**src/rtl/can_pkg.sv**
```systemverilog
// Shared CAN definitions: error/overload frame states and default frame timing constants.
package can_pkg;

    typedef enum logic [2:0] {
        ST_IDLE,
        ST_ACT_FLAG,
        ST_PAS_FLAG,
        ST_OVL_FLAG,
        ST_WAIT_REC,
        ST_DELIM
    } err_frame_state_e;

    localparam int CAN_ERR_FLAG_LEN  = 6;
    localparam int CAN_ERR_DELIM_LEN = 8;
    localparam int CAN_DOM_LIMIT     = 8;

endpackage

```
**src/rtl/can_equal_bit_counter.sv**
```systemverilog
// Run-length counter of equal-polarity sampled bits; run_next is the count including the current sample.
// Updates on sample strobes only; clear has priority and restarts the run on the next sample.
module can_equal_bit_counter #(
    parameter int CNT_W = 3
) (
    input  logic             clk,
    input  logic             rst,
    input  logic             clear,
    input  logic             sample,
    input  logic             bit_in,
    output logic [CNT_W-1:0] run_next
);

    logic [CNT_W-1:0] run_len;
    logic             prev_bit;

    // A zero count marks the first sample of a run; the count saturates instead of wrapping.
    always_comb begin
        run_next = run_len;
        if (run_len == '0 || bit_in != prev_bit) begin
            run_next = CNT_W'(1);
        end else if (run_len != '1) begin
            run_next = run_len + CNT_W'(1);
        end
    end

    always_ff @(posedge clk or posedge rst) begin
        if (rst) begin
            run_len  <= '0;
            prev_bit <= 1'b1;
        end else if (clear) begin
            run_len  <= '0;
        end else if (sample) begin
            run_len  <= run_next;
            prev_bit <= bit_in;
        end
    end

endmodule

```
**src/rtl/can_error_frame_gen.sv**
```systemverilog
// CAN error/overload frame generator: flag, superimposed-flag wait and delimiter, all on sample points.
// One clk from sample_point to tx_bit and pulses; no backpressure, bus_off forces IDLE on the next clk.
module can_error_frame_gen
    import can_pkg::*;
#(
    parameter int FLAG_LEN  = CAN_ERR_FLAG_LEN,
    parameter int DELIM_LEN = CAN_ERR_DELIM_LEN,
    parameter int DOM_LIMIT = CAN_DOM_LIMIT
) (
    input  logic clk,
    input  logic rst,
    input  logic sample_point,
    input  logic rx_bit,
    input  logic error_detected,
    input  logic overload_request,
    input  logic error_passive,
    input  logic bus_off,
    output logic tx_bit,
    output logic frame_busy,
    output logic in_error_flag,
    output logic in_overload_flag,
    output logic in_delimiter,
    output logic dominant_after_flag,
    output logic dominant_overrun,
    output logic delim_form_error,
    output logic frame_done
);

    localparam int MAX_LEN = (FLAG_LEN > DELIM_LEN) ? FLAG_LEN : DELIM_LEN;
    localparam int BW      = $clog2(MAX_LEN + 1);
    localparam int RW      = $clog2(FLAG_LEN + 1);
    localparam int DW      = (DOM_LIMIT > 2) ? $clog2(DOM_LIMIT) : 1;

    err_frame_state_e state, state_n;
    logic [BW-1:0]    bit_cnt, bit_cnt_n;
    logic [DW-1:0]    dom_cnt, dom_cnt_n;
    logic             first_wait, first_wait_n;
    logic             is_err, is_err_n;
    logic             tx_n, daf_n, ovr_n, dfe_n, done_n;
    logic [RW-1:0]    run_next;

    can_equal_bit_counter #(.CNT_W(RW)) u_run_cnt (
        .clk      (clk),
        .rst      (rst),
        .clear    (state != ST_PAS_FLAG),
        .sample   (sample_point && state == ST_PAS_FLAG),
        .bit_in   (rx_bit),
        .run_next (run_next)
    );

    always_comb begin
        state_n      = state;
        bit_cnt_n    = bit_cnt;
        dom_cnt_n    = dom_cnt;
        first_wait_n = first_wait;
        is_err_n     = is_err;
        daf_n        = 1'b0;
        ovr_n        = 1'b0;
        dfe_n        = 1'b0;
        done_n       = 1'b0;
        if (bus_off) begin
            state_n      = ST_IDLE;
            bit_cnt_n    = '0;
            dom_cnt_n    = '0;
            first_wait_n = 1'b0;
        end else if (sample_point) begin
            unique case (state)
                ST_IDLE: begin
                    if (error_detected) begin
                        state_n   = error_passive ? ST_PAS_FLAG : ST_ACT_FLAG;
                        is_err_n  = 1'b1;
                        bit_cnt_n = '0;
                    end else if (overload_request) begin
                        state_n   = ST_OVL_FLAG;
                        is_err_n  = 1'b0;
                        bit_cnt_n = '0;
                    end
                end
                ST_ACT_FLAG, ST_OVL_FLAG: begin
                    if (bit_cnt == BW'(FLAG_LEN - 1)) begin
                        state_n      = ST_WAIT_REC;
                        bit_cnt_n    = '0;
                        dom_cnt_n    = '0;
                        first_wait_n = 1'b1;
                    end else begin
                        bit_cnt_n = bit_cnt + BW'(1);
                    end
                end
                ST_PAS_FLAG: begin
                    if (run_next == RW'(FLAG_LEN)) begin
                        state_n      = ST_WAIT_REC;
                        bit_cnt_n    = '0;
                        dom_cnt_n    = '0;
                        first_wait_n = 1'b1;
                    end
                end
                ST_WAIT_REC: begin
                    first_wait_n = 1'b0;
                    if (!rx_bit) begin
                        daf_n = first_wait && is_err;
                        if (dom_cnt == DW'(DOM_LIMIT - 1)) begin
                            dom_cnt_n = '0;
                            ovr_n     = 1'b1;
                        end else begin
                            dom_cnt_n = dom_cnt + DW'(1);
                        end
                    end else begin
                        // This recessive sample is already delimiter bit 1.
                        state_n   = ST_DELIM;
                        bit_cnt_n = BW'(1);
                    end
                end
                ST_DELIM: begin
                    if (rx_bit) begin
                        if (bit_cnt == BW'(DELIM_LEN - 1)) begin
                            state_n   = ST_IDLE;
                            bit_cnt_n = '0;
                            done_n    = 1'b1;
                        end else begin
                            bit_cnt_n = bit_cnt + BW'(1);
                        end
                    end else begin
                        state_n   = error_passive ? ST_PAS_FLAG : ST_ACT_FLAG;
                        is_err_n  = 1'b1;
                        bit_cnt_n = '0;
                        dfe_n     = 1'b1;
                    end
                end
                default: state_n = ST_IDLE;
            endcase
        end
        tx_n = !(state_n == ST_ACT_FLAG || state_n == ST_OVL_FLAG);
    end

    always_ff @(posedge clk or posedge rst) begin
        if (rst) begin
            state               <= ST_IDLE;
            bit_cnt             <= '0;
            dom_cnt             <= '0;
            first_wait          <= 1'b0;
            is_err              <= 1'b0;
            tx_bit              <= 1'b1;
            dominant_after_flag <= 1'b0;
            dominant_overrun    <= 1'b0;
            delim_form_error    <= 1'b0;
            frame_done          <= 1'b0;
        end else begin
            state               <= state_n;
            bit_cnt             <= bit_cnt_n;
            dom_cnt             <= dom_cnt_n;
            first_wait          <= first_wait_n;
            is_err              <= is_err_n;
            tx_bit              <= tx_n;
            dominant_after_flag <= daf_n;
            dominant_overrun    <= ovr_n;
            delim_form_error    <= dfe_n;
            frame_done          <= done_n;
        end
    end

    assign frame_busy       = (state != ST_IDLE);
    assign in_error_flag    = (state == ST_ACT_FLAG) || (state == ST_PAS_FLAG);
    assign in_overload_flag = (state == ST_OVL_FLAG);
    assign in_delimiter     = (state == ST_DELIM);

endmodule

```
**config.mk**
```make
export PLATFORM = sky130hd
export DESIGN_NAME = can_error_frame_gen
export DESIGN_NICKNAME = d
export VERILOG_FILES = /design/src/rtl/can_pkg.sv /design/src/rtl/can_equal_bit_counter.sv /design/src/rtl/can_error_frame_gen.sv
export SDC_FILE = /design/constraint.sdc
export NUM_CORES = 1
export LEC_CHECK = 0
export CAP_MARGIN = 40
export CORE_MARGIN = 4
export CORE_UTILIZATION = 50
export CTS_CLUSTER_SIZE = 10
export DETAILED_ROUTE_END_ITERATION = 8
export PLACE_DENSITY = 0.75
export RECOVER_POWER = 50
export SLEW_MARGIN = 30
export SYNTH_ARGS = -nofsm -noshare
export SYNTH_HDL_FRONTEND = slang
export SYNTH_SLANG_ARGS = --single-unit
```
**constraint.sdc**
```tcl
create_clock -name clk -period 1.83 [get_ports clk]
set_clock_uncertainty 0.05 [all_clocks]
set_input_delay 0.4575 -clock clk [delete_from_list [all_inputs] [get_ports clk]]
set_output_delay 0.4575 -clock clk [all_outputs]
set_load 0.005 [all_outputs]
```
Yosys cells after proc, flatten, opt, wreduce, memory -nomap -nowiden
Index checks and enable logic that the tools add are counted.
{"block": "totals", "wordCells": 117, "output_inout_bits": 9, "reg_bits": 21}
{"block": "op_classes", "addsub": 3, "bitwise_logic": 2, "eq_ne": 21, "muxes": 59, "reduce_logical": 20}
{"operator": "$mux 3", "n": 19}
{"operator": "$mux 4", "n": 9}
{"operator": "$mux 1", "n": 25}
{"operator": "$pmux 4 s5", "n": 1}
{"operator": "$ne 3x3->1 const B", "n": 5}
{"operator": "$pmux 3 s5", "n": 1}
{"operator": "$reduce_and 5->1", "n": 3}
{"operator": "$eq 3x3->1 const B", "n": 4}
{"operator": "$eq 3x2->1 const B", "n": 3}
{"operator": "$pmux 3 s3", "n": 1}
{"operator": "$eq 4x3->1 const B", "n": 2}
{"operator": "$add 3x1->3 const B", "n": 2}
{"operator": "$eq 3x1->1 const B", "n": 2}
{"operator": "$logic_not 3->1", "n": 2}
{"operator": "$ne 3x2->1 const B", "n": 2}
{"operator": "$reduce_bool 2->1", "n": 3}
{"operator": "$reduce_bool 6->1", "n": 1}
{"operator": "$add 4x1->4 const B", "n": 1}
{"operator": "$ne 4x4->1 const B", "n": 1}
{"operator": "$reduce_and 4->1", "n": 1}
{"operator": "$reduce_bool 4->1", "n": 1}
{"operator": "$logic_or 1x1->1", "n": 3}
{"operator": "$pmux 1 s3", "n": 1}
{"operator": "$reduce_bool 3->1", "n": 1}
{"operator": "9 further kinds", "n": 11}

Depth between registers and ports, before layout
{"block": "logic_depth", "depth_word": 11, "mapped_depth": 7, "ltp_nobuf": 7}

Modules after synthesis
A second synthesis with hierarchy kept.
{"block": "unflattened", "hier_cells": 168, "area_unflattened_um2": 1455.1}
{"mod": "can_error_frame_gen", "instances": 1, "seq_area_each_um2": 426.7, "cells_each": 134, "area_each_um2": 1153.6}
{"mod": "can_equal_bit_counter", "instances": 1, "seq_area_each_um2": 101.3, "cells_each": 34, "area_each_um2": 301.5}

Worst setup path before layout
No wires, ideal clock.
{"block": "synth_path", "path_kind": "reg2reg", "startpoint": "register u_run_cnt.run_len[0]", "endpoint": "register bit_cnt[0]", "slack_ns": -0.193, "stages_incl_launch_ff": 8, "path_buffers": 0, "period_less_slack_ns": 2.023, "required_ns": 1.655, "arrival_time_ns": 1.848, "path_cell_list": "dfrtp_1 -> inv_1 -> ha_1 -> mux2_2 -> a21oi_2 -> nor4b_2 -> nor2_1 -> mux2_2"}
{"block": "synth_via", "elab_chain_cells": 6}
{"item": "start, declared", "line": "can_equal_bit_counter.sv:14", "rtl": "logic [CNT_W-1:0] run_len;"}
{"item": "start signal, assigned", "line": "can_equal_bit_counter.sv:34", "rtl": "run_len <= run_next;"}
{"item": "$add 3x1->3 (tied with other cells)", "line": "can_equal_bit_counter.sv:23", "rtl": "run_next = run_len + CNT_W'(1);"}
{"item": "$mux 3 / $logic_or 1x1->1 (equally long branches)", "line": "can_equal_bit_counter.sv:22, can_equal_bit_counter.sv:20"}
{"item": "$mux 3 *", "line": "can_equal_bit_counter.sv:20", "rtl": "if (run_len == '0 || bit_in != prev_bit) begin"}
{"item": "$eq 3x3->1 *", "line": "can_error_frame_gen.sv:90", "rtl": "if (run_next == RW'(FLAG_LEN)) begin"}
{"item": "$ne 3x2->1 (no line) *"}
{"item": "$reduce_and 5->1 (no line) *"}
{"item": "end signal, assigned", "line": "can_error_frame_gen.sv:149", "rtl": "bit_cnt <= bit_cnt_n;"}
{"item": "end, declared", "line": "can_error_frame_gen.sv:35", "rtl": "logic [BW-1:0] bit_cnt, bit_cnt_n;"}
Mark *: on every way between the ends. The rest lies on a longest branch, timed or not.
A chain may end at the register's enable or synchronous reset.

Final worst setup path
{"block": "layout_path", "startpoint": "register u_run_cnt.run_len[0]", "endpoint": "register bit_cnt[3]"}
Same word-level chain as after synthesis.

==> flow_summary.toml <==
[run_status]
failed_checks = "negative setup slack"
status = "finished, violations left"

[global_routing]
grt_pass1_wl_um = 7020
gr-usage-all-layers_pct = 22.1
grt_max_degree = 22
grt_pass1_vias = 1536
overflow = 0
antenna_found_initial = 0

[timing]
max_freq_ghz = 0.505
rsz0062_at_grt = "true"
worst_slew_pin_slew_ns = 1.17
fin_ws_ns = -0.150
setup_violations = 11
slew_viol_final = 0
min_period_over_period_pct = 108
period_needed_ns = 1.98
hold_viol = 0
relSlewSlack_pct = 22.0

[cts]
clockRootBuffer = "clkbuf_4"
clock_path_buffers = 2
hold_buffers = 0
htreeDepth = 1
clock_sinks = 21
cts_made_buffers = 3
insertion_delay_ns = 0.32
clkTransAtPathRegs_ns = 0.13
cts_tree = "done"

[die]
die_w_um = 62.3
die_area_mm2 = 0.00389
core_area_mm2 = 0.00278
ios = 17
rows = 19
start_util_pct = 53.1
die_h_um = 62.3

[placement]
dpl_worst_slack_ns = -0.550
dp_hpwl_um = 3010
dp.cells = 236
globalplace.congestion = 0.921
io_buffers = 16

[final_layout]
nNetsFinal = 237
regArea_um2 = 531
drive_gt1_share_pct = 43.7
num_antenna_cells = 0
area_growth_pct = 47.8
utilization_pct = 78.5
instances_no_fill = 253
multiInputGateArea_um2 = 983
fillers = 185

[worst_setup_path]
critPathMaxFanout = 6
cp.required_ns = 1.99
cp.arrival_ns = 2.14
critPathLaunchType = "flip-flop"
crit_start = "u_run_cnt.run_len[0]$_DFFE_PP0P_"
reg2reg_from = "u_run_cnt.run_len[0]$_DFFE_PP0P_"
critical_path_class = "reg -> reg"
worst_setup_path_end_kind = "flip-flop"

[synth]
netlist_top_cells_area = "dfrtp_1, ha_1, dfstp_2"
syn_avg_cell_area_um2 = 9.46
netlist.top_cell.by_area = "dfrtp_1"
syn_nets = 170
ys_top_cells_by_count = "dfrtp_1, nand2_1, nor2_1, inv_1"
synth_edf_count = 0
yosysSeqAreaShare_pct = 35.8
synth_cell_type_count = 54
synth_seq_cells = 21
netlist_instances = 156
synth.top_cell.area_share_pct = 32.2
postSynth.asyncResetShare_pct = 100
ys.flop_type = "dfrtp_1"
yosysMostFrequentCell = "dfrtp_1"
synth_area_mm2 = 0.00148
ys_warn_count = 0

[routing]
ant_nets = 0
wirelength_um = 4120
wire_per_inst_um = 16.3
vias = 1498
drc = 0
dr.first_iter.drc_count = 79
via_per_inst = 5.92
dr.pass1.iters = 4

[min_path]
hold_path_class = "reg -> reg"
hold_start = "u_run_cnt.prev_bit$_DFFE_PP1P_"

[power_and_ir_drop]
p_leak_nw = 1.02
pwr_density_cell_mw_per_mm2 = 543
vdd_drop_max_v = 0.000521

[job]
maxCapViolations = 0
power breakdown:
| part | total, W | switching, W | internal [W] | leakage, nW |
|---|---|---|---|---|
| clock network | 0.000237 | 0.000155 | 0.0000819 | 0.0177 |
| registers | 0.000522 | 0.0000241 | 0.000498 | 0.277 |
| logic | 0.000426 | 0.000205 | 0.000221 | 0.729 |
critical path, stage by stage, from the launching register on:
cell and delay [ns]:
dfrtp_1 0.42, inv_2 0.07, ha_4 0.27, and3b_2 0.20, a21oi_4 0.05, o311ai_4 0.36, a21oi_1 0.10, or3b_1 0.35
cell usage in the layout, fill, tap and decap left out, types with 3 or more instances in the layout:
cell             synthesis  layout
buf_4                    3      47
dfrtp_1                 19      17
nand2_1                 12      12
clkdlybuf4s50_1          0      10
nor2_1                  10       9
buf_6                    0       7
a21oi_1                  6       6
inv_1                    9       6
o21ai_0                  5       5
nor3_1                   5       5
mux2_4                   1       4
nand2b_1                 4       4
nand3_1                  4       4
a211oi_1                 4       3
inv_2                    0       3
mux2i_1                  3       3
ha_1                     6       3
clkbuf_4                 0       3
clkbuf_2                 0       3
path summary, 6_finish.rpt:
| path | to | slack [ns] | cells past startpoint |
|---|---|---|---|
| setup / recovery | bit_cnt[3]$_DFFE_PP0P_ | -0.15 | 7 |
| hold / removal | u_run_cnt.prev_bit$_DFFE_PP1P_ | 0.47 | 2 |
| setup reg to reg | bit_cnt[3]$_DFFE_PP0P_ | -0.15 | 7 |
| hold reg to reg | u_run_cnt.prev_bit$_DFFE_PP1P_ | 0.47 | 2 |
| max in group asynchronous | state[2]$_DFF_PP0_ | 0.20 | 3 |
| min in group asynchronous | dom_cnt[1]$_DFFE_PP0P_ | 0.75 | 3 |
metal layers:
metal / wire length (µm) / vias to the layer above / part of all wire [%] / global-route usage [%]
met1: 1680 / 722 / 41 / 27.0
met3: 228 / 15 / 5.5 / 3.24
met2: 2070 / 55 / 50 / 37.3
li1: - / 706 / - / -
met5: 0 / - / 0 / 0
met4: 139 / 0 / 3.4 / 11.1
metrics by stage:
step	instance area (µm²)	power, W	hold slack (ns)	TNS, ns
2_1_floorplan	1510	0.000711	0.383	-0.171
3_3_place_gp	1970	0.000871	0.446	-5.13
3_5_place_dp	1970	0.000884	0.445	-6.51
4_1_cts	2150	0.00116	0.418	-1.39
5_1_grt	2180	0.00125	0.471	-2.46
6_report	2180	0.00118	0.472	-1.20
kinds of logic after synthesis:
group                      count (synthesis)  synth area share (%)
and+or+nand+nor                           67                  29.0
AOI/OAI and AO/OA                         35                  17.7
DFF                                       21                  35.8
buffers and inverters                     17                  5.34
muxes                                      7                  5.34
adders and majority gates                  6                  5.08
xor gates and xnor gates                   3                  1.78
registers in the layout, indices dropped and copies added (netlist names):
register             flops
bit_cnt                  4
dom_cnt                  3
state                    3
u_run_cnt.run_len        3
delim_form_error         1
dominant_after_flag      1
dominant_overrun         1
first_wait               1
frame_done               1
is_err                   1
tx_bit                   1
u_run_cnt.prev_bit       1
layout make-up:
| type | count | share of cell area, % |
|---|---|---|
| clock inverters | 1 | 0.229 |
| clock buffers | 3 | 1.03 |
| repair buffers | 70 | 26.0 |
| flip-flops and latches | 21 | 24.3 |
| well taps | 31 | 1.78 |
| inverters | 9 | 1.55 |
| multi-input cells | 118 | 45.1 |
repair_timing:
action | in CTS | in global routing
setup buffers | 12 | 1
resized for setup | 26 | 14
pin swaps | 11 | 9
endpoints found under the setup margin | 17 | 16
Power figures use the tool's default switching activity.
